## config.mk

```make
export PLATFORM = sky130hd
export DESIGN_NAME = fifo_uart_tx
export DESIGN_NICKNAME = d
export VERILOG_FILES = /design/src/rtl/fifo_uart_tx.sv
export SDC_FILE = /design/constraint.sdc
export NUM_CORES = 1
export LEC_CHECK = 0
export CAP_MARGIN = 20
export CORE_AREA = 2 2 48 50
export CTS_CLUSTER_SIZE = 40
export DETAILED_ROUTE_END_ITERATION = 12
export DIE_AREA = 0 0 50 52
export GPL_TIMING_DRIVEN = 0
export HOLD_SLACK_MARGIN = 0.06
export MAX_ROUTING_LAYER = met4
export PLACE_DENSITY = 0.75
export RECOVER_POWER = 100
export SYNTH_ARGS = -nofsm -noshare
export SYNTH_HDL_FRONTEND = slang
export SYNTH_SLANG_ARGS = --single-unit
export TNS_END_PERCENT = 50
```

## constraint.sdc

```tcl
create_clock -name rd_clk -period 1.7 [get_ports rd_clk]
set_input_delay 0.34 -clock rd_clk [delete_from_list [all_inputs] [get_ports rd_clk]]
set_output_delay 0.34 -clock rd_clk [all_outputs]
set_load 0.01 [all_outputs]
```

## src/rtl/fifo_uart_tx.sv

```systemverilog
// 8N1 serial transmitter that pulls bytes from an upstream FIFO with a
// one-cycle registered read latency. The state machine is Moore: outputs decode from registers.
module fifo_uart_tx #(
    parameter int CLKS_PER_BIT = 16
) (
    input  logic       rd_clk,
    input  logic       reset,
    input  logic       enable,
    input  logic       fifo_empty,
    input  logic [7:0] fifo_data,
    output logic       fifo_rd,
    output logic       tx,
    output logic       busy,
    output logic       tx_done
);

    localparam int CNT_W = (CLKS_PER_BIT > 1) ? $clog2(CLKS_PER_BIT) : 1;
    localparam logic [CNT_W-1:0] CNT_LAST = CNT_W'(CLKS_PER_BIT - 1);

    typedef enum logic [2:0] {
        S_IDLE,
        S_REQ,
        S_WAIT,
        S_START,
        S_DATA,
        S_STOP
    } state_t;

    state_t           r_state;
    state_t           w_state_next;
    logic [CNT_W-1:0] r_cnt;
    logic [2:0]       r_idx;
    logic [7:0]       r_shift;
    logic             w_bit_end;

    assign w_bit_end = (r_cnt == CNT_LAST);

    always_comb begin
        w_state_next = r_state;
        case (r_state)
            S_IDLE:  if (enable && !fifo_empty) w_state_next = S_REQ;
            S_REQ:   w_state_next = S_WAIT;
            S_WAIT:  w_state_next = S_START;
            S_START: if (w_bit_end) w_state_next = S_DATA;
            S_DATA:  if (w_bit_end && (r_idx == 3'd7)) w_state_next = S_STOP;
            S_STOP:  if (w_bit_end) w_state_next = S_IDLE;
            default: w_state_next = S_IDLE;
        endcase
    end

    always_ff @(posedge rd_clk) begin
        if (reset) begin
            r_state <= S_IDLE;
            r_cnt   <= '0;
            r_idx   <= 3'd0;
            r_shift <= 8'h00;
        end else begin
            r_state <= w_state_next;
            // The counter restarts at every state change and at each bit boundary inside DATA.
            if (w_state_next != r_state) begin
                r_cnt <= '0;
            end else if (r_state == S_START || r_state == S_DATA || r_state == S_STOP) begin
                r_cnt <= w_bit_end ? '0 : r_cnt + CNT_W'(1);
            end
            if (r_state == S_WAIT) begin
                r_shift <= fifo_data;
                r_idx   <= 3'd0;
            end else if (r_state == S_DATA && w_bit_end) begin
                r_shift <= {1'b0, r_shift[7:1]};
                r_idx   <= r_idx + 3'd1;
            end
        end
    end

    always_comb begin
        fifo_rd = (r_state == S_REQ);
        busy    = (r_state != S_IDLE);
        tx_done = (r_state == S_STOP) && w_bit_end;
        case (r_state)
            S_START: tx = 1'b0;
            S_DATA:  tx = r_shift[0];
            default: tx = 1'b1;
        endcase
    end

endmodule

```

==> impl_metrics.env, run 1 <==
export IMPL_wl_met1_um=905
export IMPL_status="complete, no violations"
export IMPL_wl_met3_um=44
export IMPL_maxSlewViolCount=0
export IMPL_rows=17
export IMPL_dpl_hpwl_mm=1.54
export IMPL_postCtsHoldBufs=0
export IMPL_place_congestion=0.787
export IMPL_cts_max_level=1
export IMPL_cts_buffers=3
export IMPL_layout_common_cells="nor2_1 (26), dfxtp_1 (13), clkdlybuf4s50_1 (10), a21oi_1 (8), nand2_1 (6)"
export IMPL_drtPass1Iterations=4
export IMPL_die_x_um=50
export IMPL_synth_top_family_by_area="simple AND/OR/NAND/NOR gates"
export IMPL_grt_pass1_vias=816
export IMPL_critical_path_class="reg2out"
export IMPL_area_delta_synth_final_pct=28.8
export IMPL_max_freq_ghz=0.605
export IMPL_regArea_um2=367
export IMPL_wl_per_cell_um=12.9
export IMPL_port_buffers=15
export IMPL_wl_met2_mm=1.11
export IMPL_synth_compound_area_share_pct=18.8
export IMPL_synth_avg_cell_area_um2=8.78
export IMPL_power_density_nw_per_um2=636
export IMPL_timing_critical_path_slowest_stage_cell="dfxtp_2"
export IMPL_path_clk_slew_ns=0.09
export IMPL_power_leakage_nw=0.519
export IMPL_top_layer_used="met4"
export IMPL_nets=152
export IMPL_syn_num_nets=128
export IMPL_yosys_area_share_adder_pct=3.78
export IMPL_netlist_area_um2=992
export IMPL_die_area_um2=2600
export IMPL_vias=879
export IMPL_max_stage_delay_ns=0.36
export IMPL_wl_mm=2.11
export IMPL_hold_path_class="reg2reg"
export IMPL_final_common_cell="nor2_1"
export IMPL_cts_tree="built"
export IMPL_yosys_warnings=0
export IMPL_cp_max_fo=4
export IMPL_core_um2=2110
export IMPL_grt_overflow_total=0
export IMPL_pre_cts_ws_ns=-0.277
export IMPL_diodes=0
export IMPL_tightestPinTransition_ns=0.579
export IMPL_numClockSinks=18
export IMPL_ant_nets=0
export IMPL_ys_ff_latch=18
export IMPL_seq_area_frac_synth_pct=36.3
export IMPL_cts_root_buf="clkbuf_4"
export IMPL_synth_area_mux_share_pct=3.03
export IMPL_syn_inst=113
export IMPL_relSlewSlack_pct=61.4
export IMPL_synth_xor_area_share_pct=1.77
export IMPL_layout_min_cycle_time_ns=1.65
export IMPL_ir_drop_uv=495
export IMPL_drv_cap=0
export IMPL_multi_input_area_um2=617
export IMPL_drcViolationCount=0
export IMPL_yosys_area_share_simple_pct=30.1
export IMPL_crit_path_end_kind="output port"
export IMPL_finalPower_mw=0.812
export IMPL_fill_cells=198
export IMPL_drtIter0Drc=7
export IMPL_antenna_found_initial=0
export IMPL_period_share_pct=97.2
export IMPL_dp_cells=156
export IMPL_initial_core_util_pct=47.1
export IMPL_worstPathRequired_ns=1.36
export IMPL_cp_start_kind="flop"
export IMPL_grt_usage_pct=19.0
export IMPL_setup_ws_ns=0.0474
export IMPL_rsz0062_at_grt="true"
export IMPL_insertion_delay_ns=0.30
export IMPL_layoutNonFillerInstCount=163
export IMPL_worstPathCellList="ha_4, and3_4, nand2_4, nor2_2, buf_2"
export IMPL_grt_max_degree=11
export IMPL_finalSetupViolCount=0
export IMPL_die_y_um=52
export IMPL_holdWs_ns=0.483
export IMPL_drt_vias_per_instance=5.39
export IMPL_finalHoldViolCount=0
export IMPL_drive_above_1_share_pct=28.1
export IMPL_ios=16
export IMPL_skew_ns=0.00328
export IMPL_crit_arrival_ns=1.31
export IMPL_cts_max_path_buffers=2
export IMPL_finalSetupTns_ns=0
export IMPL_synth_cell_types=30
export IMPL_grt_pass1_wl_mm=3.61
-- worst max-delay path: cells and delay by family, from the launching register on --
kind / cells / cell delay (ns)
AND/OR/NAND/NOR: 3 / 0.39
adder cells (fa/ha/maj): 1 / 0.14
flip-flops: 1 / 0.36
buffers and inverters: 1 / 0.12
-- cell usage after synthesis (all sizes together) --
| library cell | n | area (µm²) |
|---|---|---|
| nand3b | 2 | 15.0 |
| and2 | 1 | 7.51 |
| or3 | 2 | 12.5 |
| a21o | 1 | 7.51 |
| nand3 | 4 | 32.5 |
| a221o | 1 | 10.0 |
| mux2i | 3 | 30.0 |
| nor3b | 1 | 7.51 |
| nor3 | 6 | 30.0 |
| nor2 | 27 | 101 |
| buf | 6 | 57.6 |
| or2 | 1 | 6.26 |
| o21ai | 3 | 15.0 |
| a21oi | 8 | 40.0 |
| nor2b | 2 | 20.0 |
| and3b | 1 | 8.76 |
| xor2 | 2 | 17.5 |
| nand2b | 3 | 18.8 |
| nand2 | 7 | 26.3 |
| clkbuf | 1 | 3.75 |
| and3 | 2 | 12.5 |
| dfxtp | 18 | 360 |
| ha | 3 | 37.5 |
| o32ai | 1 | 8.76 |
| a2111oi | 7 | 105 |
-- path summary, 6_finish.rpt --
check                             endpoint  depth (start not counted)  startpoint  slack, ns
worst min-delay path            r_shift[7]                          2  r_shift[7]       0.48
worst max-delay path               tx_done                          5    r_cnt[0]       0.05
worst max register to register  r_shift[3]                          6    r_cnt[0]       0.10
worst min register to register  r_shift[7]                          2  r_shift[7]       0.48
-- repair_timing --
action / in CTS / in global routing
gates resized for setup: 26 / 6
pin swaps: 1 / 3
cloned: 0 / 0
buffers inserted: 2 / 3
endpoints found under the setup margin: 4 / 2
endpoints found under the hold margin: 0 / 0
-- metal layers --
layer,up-vias,global-route usage (%)
met5,-,-
met2,10,31.6
li1,445,-
met1,417,21.9
met4,0,9.26
met3,7,4.02
-- cell type report --
cell class | count | area share [%]
plain buffers | 6 | 4.41
clock buffers | 3 | 1.76
flip-flops and latches | 18 | 28.7
multi-input cells | 88 | 48.3
repair buffers | 20 | 14.1
well taps | 28 | 2.74
-- sequential cells by signal, summed over array words and instances, names as in the netlist --
register	count
r_shift	8
r_cnt	4
r_idx	3
r_state	3
-- through the flow --
stage                     instance area, µm²  util [%]
after floorplan                          992         -
after global placement                  1180      55.9
after detailed placement                1180      55.9
after CTS                               1240      59.0
after global routing                    1280      60.7
final                                   1280      60.7
-- power by group --
part,total [mW],internal (mW),switching [mW]
sequential,0.454,0.441,0.0130
clock,0.212,0.0826,0.129
combinational,0.146,0.0750,0.0709
-- cells by family (layout without fill, tap and decap cells) --
group           count (synthesis)  in the layout
buf+inv                         7             29
mux                             3              3
simple gates                   59             59
compound gates                 21             21
fa+ha+maj                       3              3
xor+xnor                        2              2
flops                          18             18
Power figures use the tool's default switching activity.
==> inputs of run 2 (changes only) <==
--- a/config.mk
+++ b/config.mk
@@ -6,10 +6,12 @@
 export NUM_CORES = 1
 export LEC_CHECK = 0
 export CAP_MARGIN = 20
-export CORE_AREA = 2 2 48 50
+export CELL_PAD_IN_SITES_DETAIL_PLACEMENT = 1
+export CELL_PAD_IN_SITES_GLOBAL_PLACEMENT = 2
+export CORE_AREA = 2 2 44 86
 export CTS_CLUSTER_SIZE = 40
 export DETAILED_ROUTE_END_ITERATION = 12
-export DIE_AREA = 0 0 50 52
+export DIE_AREA = 0 0 46 88
 export GPL_TIMING_DRIVEN = 0
 export HOLD_SLACK_MARGIN = 0.06
 export MAX_ROUTING_LAYER = met4
==> run 2 against run 1 <==
Against the previous run:
- sequential power barely moved
- setup slack got worse by 0.068 ns
- power rose by 17%
- clock skew barely moved
- sequential share of layout area fell by 0.45 points
- design area rose by 2.6%
- largest cell class unchanged
- the run now ends with setup timing left
==> impl_metrics.env, run 2 (synthesis gave the netlist of run 1 again) <==
export IMPL_status="complete, but fails checks"
export IMPL_violations="setup timing"
export IMPL_numClockSinks=18
export IMPL_holdWs_ns=0.482
export IMPL_rows=30
export IMPL_period_share_pct=101
export IMPL_setup_ws_ns=-0.0209
export IMPL_vias=900
export IMPL_startpoint="r_cnt[0]"
export IMPL_fin_area_um2=1310
export IMPL_hold_start="r_shift[7]"
export IMPL_worstPathRequired_ns=1.36
export IMPL_finalHoldViolCount=0
export IMPL_grt_max_degree=11
export IMPL_drtIter0Drc=2
export IMPL_power_density_nw_per_um2=727
export IMPL_finalSetupViolCount=1
export IMPL_top_register="r_shift"
export IMPL_largest_register_ffs=8
export IMPL_crit_arrival_ns=1.38
export IMPL_antenna_found_initial=0
export IMPL_power_leakage_nw=0.536
export IMPL_insertion_delay_ns=0.25
export IMPL_hold_path_class="reg2reg"
export IMPL_grt_overflow_total=0
export IMPL_crit_path_end_kind="output port"
export IMPL_final_common_cell="nor2_1"
export IMPL_placed_area_um2=1180
export IMPL_relSlewSlack_pct=61.0
export IMPL_grt_pass1_vias=964
export IMPL_critical_path_class="reg2out"
export IMPL_cp_start_kind="flop"
export IMPL_die_x_um=46
export IMPL_grt_usage_pct=14.6
export IMPL_wl_per_cell_um=14.9
export IMPL_place_congestion=0.711
export IMPL_cts_tree="built"
export IMPL_ir_drop_uv=423
export IMPL_skew_ns=0.00337
export IMPL_wl_met3_um=71
export IMPL_die_y_um=88
export IMPL_die_area_um2=4050
export IMPL_ios=16
export IMPL_ant_nets=0
export IMPL_path_clk_slew_ns=0.07
export IMPL_max_freq_ghz=0.581
export IMPL_diodes=0
export IMPL_initial_core_util_pct=29.4
export IMPL_top_layer_used="met4"
export IMPL_core_um2=3380
export IMPL_tightestPinTransition_ns=0.586
export IMPL_cp_max_fo=5
export IMPL_nets=152
export IMPL_cts_max_path_buffers=2
export IMPL_layout_common_cells="nor2_1 (26), dfxtp_1 (14), clkdlybuf4s50_1 (11), a21oi_1 (8), a2111oi_2 (7)"
export IMPL_drv_cap=0
export IMPL_drt_vias_per_instance=5.36
export IMPL_port_buffers=15
export IMPL_cts_root_buf="clkbuf_8"
export IMPL_area_delta_synth_final_pct=32.2
export IMPL_dpl_hpwl_mm=1.97
export IMPL_wl_met2_mm=1.45
export IMPL_rsz0062_at_grt="true"
export IMPL_cts_max_level=1
export IMPL_wl_met1_um=944
export IMPL_maxSlewViolCount=0
export IMPL_drcViolationCount=0
export IMPL_drive_above_1_share_pct=27.9
export IMPL_wl_mm=2.50
export IMPL_pre_cts_ws_ns=-0.373
export IMPL_reg_largest_list="r_shift (8), r_cnt (4)"
export IMPL_grt_pass1_wl_mm=4.24
export IMPL_layout_min_cycle_time_ns=1.72
export IMPL_finalSetupTns_ns=-0.0209
export IMPL_drtPass1Iterations=2
export IMPL_fill_cells=398
export IMPL_rr_startpoint="r_cnt[0]"
export IMPL_cts_buffers=3
## run 2: cell count changes in the layout (fill, tap and decap cells not counted), moves of 2 or more
cell / delta
a2111oi_2: +2
clkbuf_8: +4
dfxtp_4: +2
clkbuf_4: -3
dfxtp_2: -3
buf_6: +2
buf_2: -2
## run 2: per-layer routing
metal / track usage [%] / vias to the layer above
li1: - / 446
met5: - / -
met1: 14.6 / 433
met4: 6.23 / 0
met3: 2.47 / 4
met2: 26.1 / 17
## run 2: cell type report
class	instances	area, µm²	area share [%]
plain buffers	7	71.3	5.44
clock buffers	4	55.1	4.20
multi-input cells	88	611	46.6
flip-flops and latches	18	370	28.2
well taps	32	40.0	3.05
repair buffers	19	164	12.5
## run 2: path summary, 6_finish.rpt
kind                            cells past startpoint  slack [ns]    endpoint
worst max-delay path                                6       -0.02     tx_done
worst min register to register                      2        0.48  r_shift[7]
worst min-delay path                                2        0.48  r_shift[7]
worst max register to register                      6        0.11  r_shift[6]
## run 2: repair_timing
item,CTS,global route
pin swaps,0,3
resized for setup,14,15
setup endpoints to repair,12,11
endpoints found under the hold margin,0,0
buffers inserted,0,4
hold buffers,0,0
## run 2: power by group
group,internal (mW),switching [mW],total (mW)
registers,0.439,0.0137,0.452
logic,0.0759,0.0713,0.147
clock network,0.206,0.148,0.354
total,0.720,0.233,0.953
## run 2: worst max-delay path, stage by stage, from the launching register on
cell     delay (ns)
dfxtp_4        0.38
ha_4           0.14
and3_4         0.18
buf_6          0.12
nand2_4        0.06
nor2_2         0.10
buf_2          0.14
## run 2: per-stage QoR
step                      cells  total power [mW]  utilization [%]
after floorplan             113             0.551                -
after global placement      160             0.607             35.0
after detailed placement    160             0.613             35.0
after CTS                   164             0.976             37.0
after global routing        168              1.00             38.8
final                       168             0.953             38.8
==> inputs of run 3 (changes only) <==
--- a/config.mk
+++ b/config.mk
@@ -8,14 +8,14 @@
 export CAP_MARGIN = 20
 export CELL_PAD_IN_SITES_DETAIL_PLACEMENT = 1
 export CELL_PAD_IN_SITES_GLOBAL_PLACEMENT = 2
-export CORE_AREA = 2 2 44 86
+export CORE_AREA = 2 2 48 95
 export CTS_CLUSTER_SIZE = 40
 export DETAILED_ROUTE_END_ITERATION = 12
-export DIE_AREA = 0 0 46 88
+export DIE_AREA = 0 0 50 97
 export GPL_TIMING_DRIVEN = 0
 export HOLD_SLACK_MARGIN = 0.06
 export MAX_ROUTING_LAYER = met4
-export PLACE_DENSITY = 0.75
+export PLACE_DENSITY = 0.64
 export RECOVER_POWER = 100
 export SYNTH_ARGS = -nofsm -noshare
 export SYNTH_HDL_FRONTEND = slang
==> run 3 against run 2 <==
Against the previous run:
- the flow now finishes without violations
- critical endpoint unchanged
- design area rose by 4.1%
- largest cell class unchanged
- highest routed layer unchanged
- flip-flop and latch count unchanged
- utilization is 5.4 points lower
==> impl_metrics.env, run 3 (synthesis gave the netlist of run 1 again) <==
export IMPL_critical_path_class="reg2out"
export IMPL_maxSlewViolCount=0
export IMPL_finalSetupTns_ns=0
export IMPL_place_congestion=0.718
export IMPL_cts_tree="built"
export IMPL_max_stage_delay_ns=0.36
export IMPL_skew_ns=0.00156
export IMPL_postCtsHoldBufs=0
export IMPL_diodes=0
export IMPL_numClockSinks=18
export IMPL_area_delta_synth_final_pct=37.6
export IMPL_timing_critical_path_slowest_stage_cell="dfxtp_4"
export IMPL_grt_overflow_total=0
export IMPL_die_y_um=97
export IMPL_ir_drop_uv=437
export IMPL_crit_arrival_ns=1.34
export IMPL_core_um2=4090
export IMPL_nets=157
export IMPL_grt_pass1_vias=981
export IMPL_r2r_end="r_idx[1]"
export IMPL_timing_critical_path_buf_inv=2
export IMPL_hold_end="r_shift[7]"
export IMPL_wl_per_cell_um=13.9
export IMPL_finalSetupViolCount=0
export IMPL_grt_pass1_wl_mm=4.50
export IMPL_finalHoldViolCount=0
export IMPL_cts_max_path_buffers=2
export IMPL_ant_nets=0
export IMPL_grt_max_degree=11
export IMPL_cts_buffers=3
export IMPL_hold_depth=2
export IMPL_cp_max_fo=6
export IMPL_hold_path_class="reg2reg"
export IMPL_multi_input_area_um2=617
export IMPL_drtPass1Iterations=4
export IMPL_relSlewSlack_pct=58.9
export IMPL_drive_above_1_share_pct=30.0
export IMPL_ios=16
export IMPL_worstPathCellList="ha_4, and3_4, buf_6, nand2_4, nor2_2, buf_2"
export IMPL_initial_core_util_pct=24.3
export IMPL_dpl_hpwl_mm=2.12
export IMPL_vias=920
export IMPL_drtIter0Drc=8
export IMPL_path_clk_slew_ns=0.07
export IMPL_status="complete, no violations"
export IMPL_regArea_um2=368
export IMPL_tightestPinTransition_ns=0.617
export IMPL_rows=33
export IMPL_largest_register_ffs=8
export IMPL_layout_common_cells="nor2_1 (26), dfxtp_1 (14), clkdlybuf4s50_1 (10), buf_4 (9), a21oi_1 (8)"
export IMPL_power_leakage_nw=0.544
export IMPL_layout_min_cycle_time_ns=1.68
export IMPL_rsz0062_at_grt="true"
export IMPL_worstPathRequired_ns=1.36
export IMPL_drcViolationCount=0
export IMPL_top_register="r_shift"
export IMPL_reg_largest_list="r_shift (8), r_cnt (4)"
export IMPL_reg2reg_depth=7
export IMPL_fill_cells=474
export IMPL_grt_usage_pct=12.4
export IMPL_reg2reg_slack_ns=0.14
export IMPL_insertion_delay_ns=0.25
export IMPL_drt_vias_per_instance=4.79
export IMPL_period_share_pct=99.0
export IMPL_rr_startpoint="r_cnt[1]"
export IMPL_wl_mm=2.68
export IMPL_hold_start="r_shift[7]"
export IMPL_max_freq_ghz=0.594
export IMPL_final_common_cell="nor2_1"
export IMPL_cts_root_buf="clkbuf_8"
export IMPL_cts_max_level=1
export IMPL_power_density_nw_per_um2=666
export IMPL_cp_start_kind="flop"
export IMPL_port_buffers=15
export IMPL_finalPower_mw=0.910
export IMPL_antenna_found_initial=0
export IMPL_holdWs_ns=0.472
export IMPL_crit_path_end_kind="output port"
export IMPL_fin_area_um2=1370
export IMPL_die_x_um=50
export IMPL_placed_area_um2=1210
export IMPL_drv_cap=0
export IMPL_cp_top_family="flip-flops"
export IMPL_die_area_um2=4850
## run 3: through the flow
stage | utilization (%) | setup slack, ns | instances
2_1_floorplan | - | 0.201 | 113
6_report | 33.4 | 0.0176 | 192
5_1_grt | 33.4 | -0.0409 | 192
3_3_place_gp | 29.5 | -0.348 | 180
3_5_place_dp | 29.5 | -0.393 | 180
4_1_cts | 31.6 | -0.0536 | 184
## run 3: what timing repair did
| item | CTS | global route |
|---|---|---|
| setup buffers | 1 | 8 |
| pin swaps | 1 | 2 |
| gates resized for setup | 22 | 8 |
| setup endpoints to repair | 12 | 5 |
## run 3: area by class of cell
cell class | instances | share of cell area, %
clock buffers | 3 | 3.02
well taps | 52 | 4.77
flip-flops and latches | 18 | 26.9
multi-input cells | 88 | 45.2
plain buffers | 7 | 5.22
repair buffers | 24 | 14.8
## run 3: worst max-delay path by stage
stage          startpoint       end  slack (ns)  cells after the start
6_report         r_cnt[1]   tx_done        0.02                      6
5_1_grt          r_cnt[1]   tx_done       -0.04                      6
4_1_cts          r_cnt[1]   tx_done       -0.05                      6
3_5_place_dp     r_cnt[0]   tx_done       -0.39                      6
3_3_place_gp     r_cnt[0]   tx_done       -0.35                      6
2_1_floorplan    r_cnt[0]  r_idx[1]        0.20                      7
## run 3: where the power goes
part | switching (mW) | total (mW) | internal [mW]
Sequential | 0.0148 | 0.455 | 0.440
Clock | 0.148 | 0.305 | 0.158
Combinational | 0.0732 | 0.150 | 0.0765
Total | 0.236 | 0.910 | 0.674
## run 3: worst reg2reg max path: stages (launching register included)
cell	delay, ns
dfxtp_4	0.35
ha_4	0.16
and3_4	0.17
buf_6	0.13
nand3_4	0.14
buf_6	0.20
mux2i_1	0.21
nor3_1	0.06
## run 3: per-layer routing
layer	part of all wire (%)	wire length, µm	GRT usage, %	vias to the layer above
li1	-	-	-	452
met2	59	1570	23.0	16
met3	2.4	64	2.01	6
met4	2.6	70	7.26	0
met5	0	0	-	-
met1	36	970	11.2	446
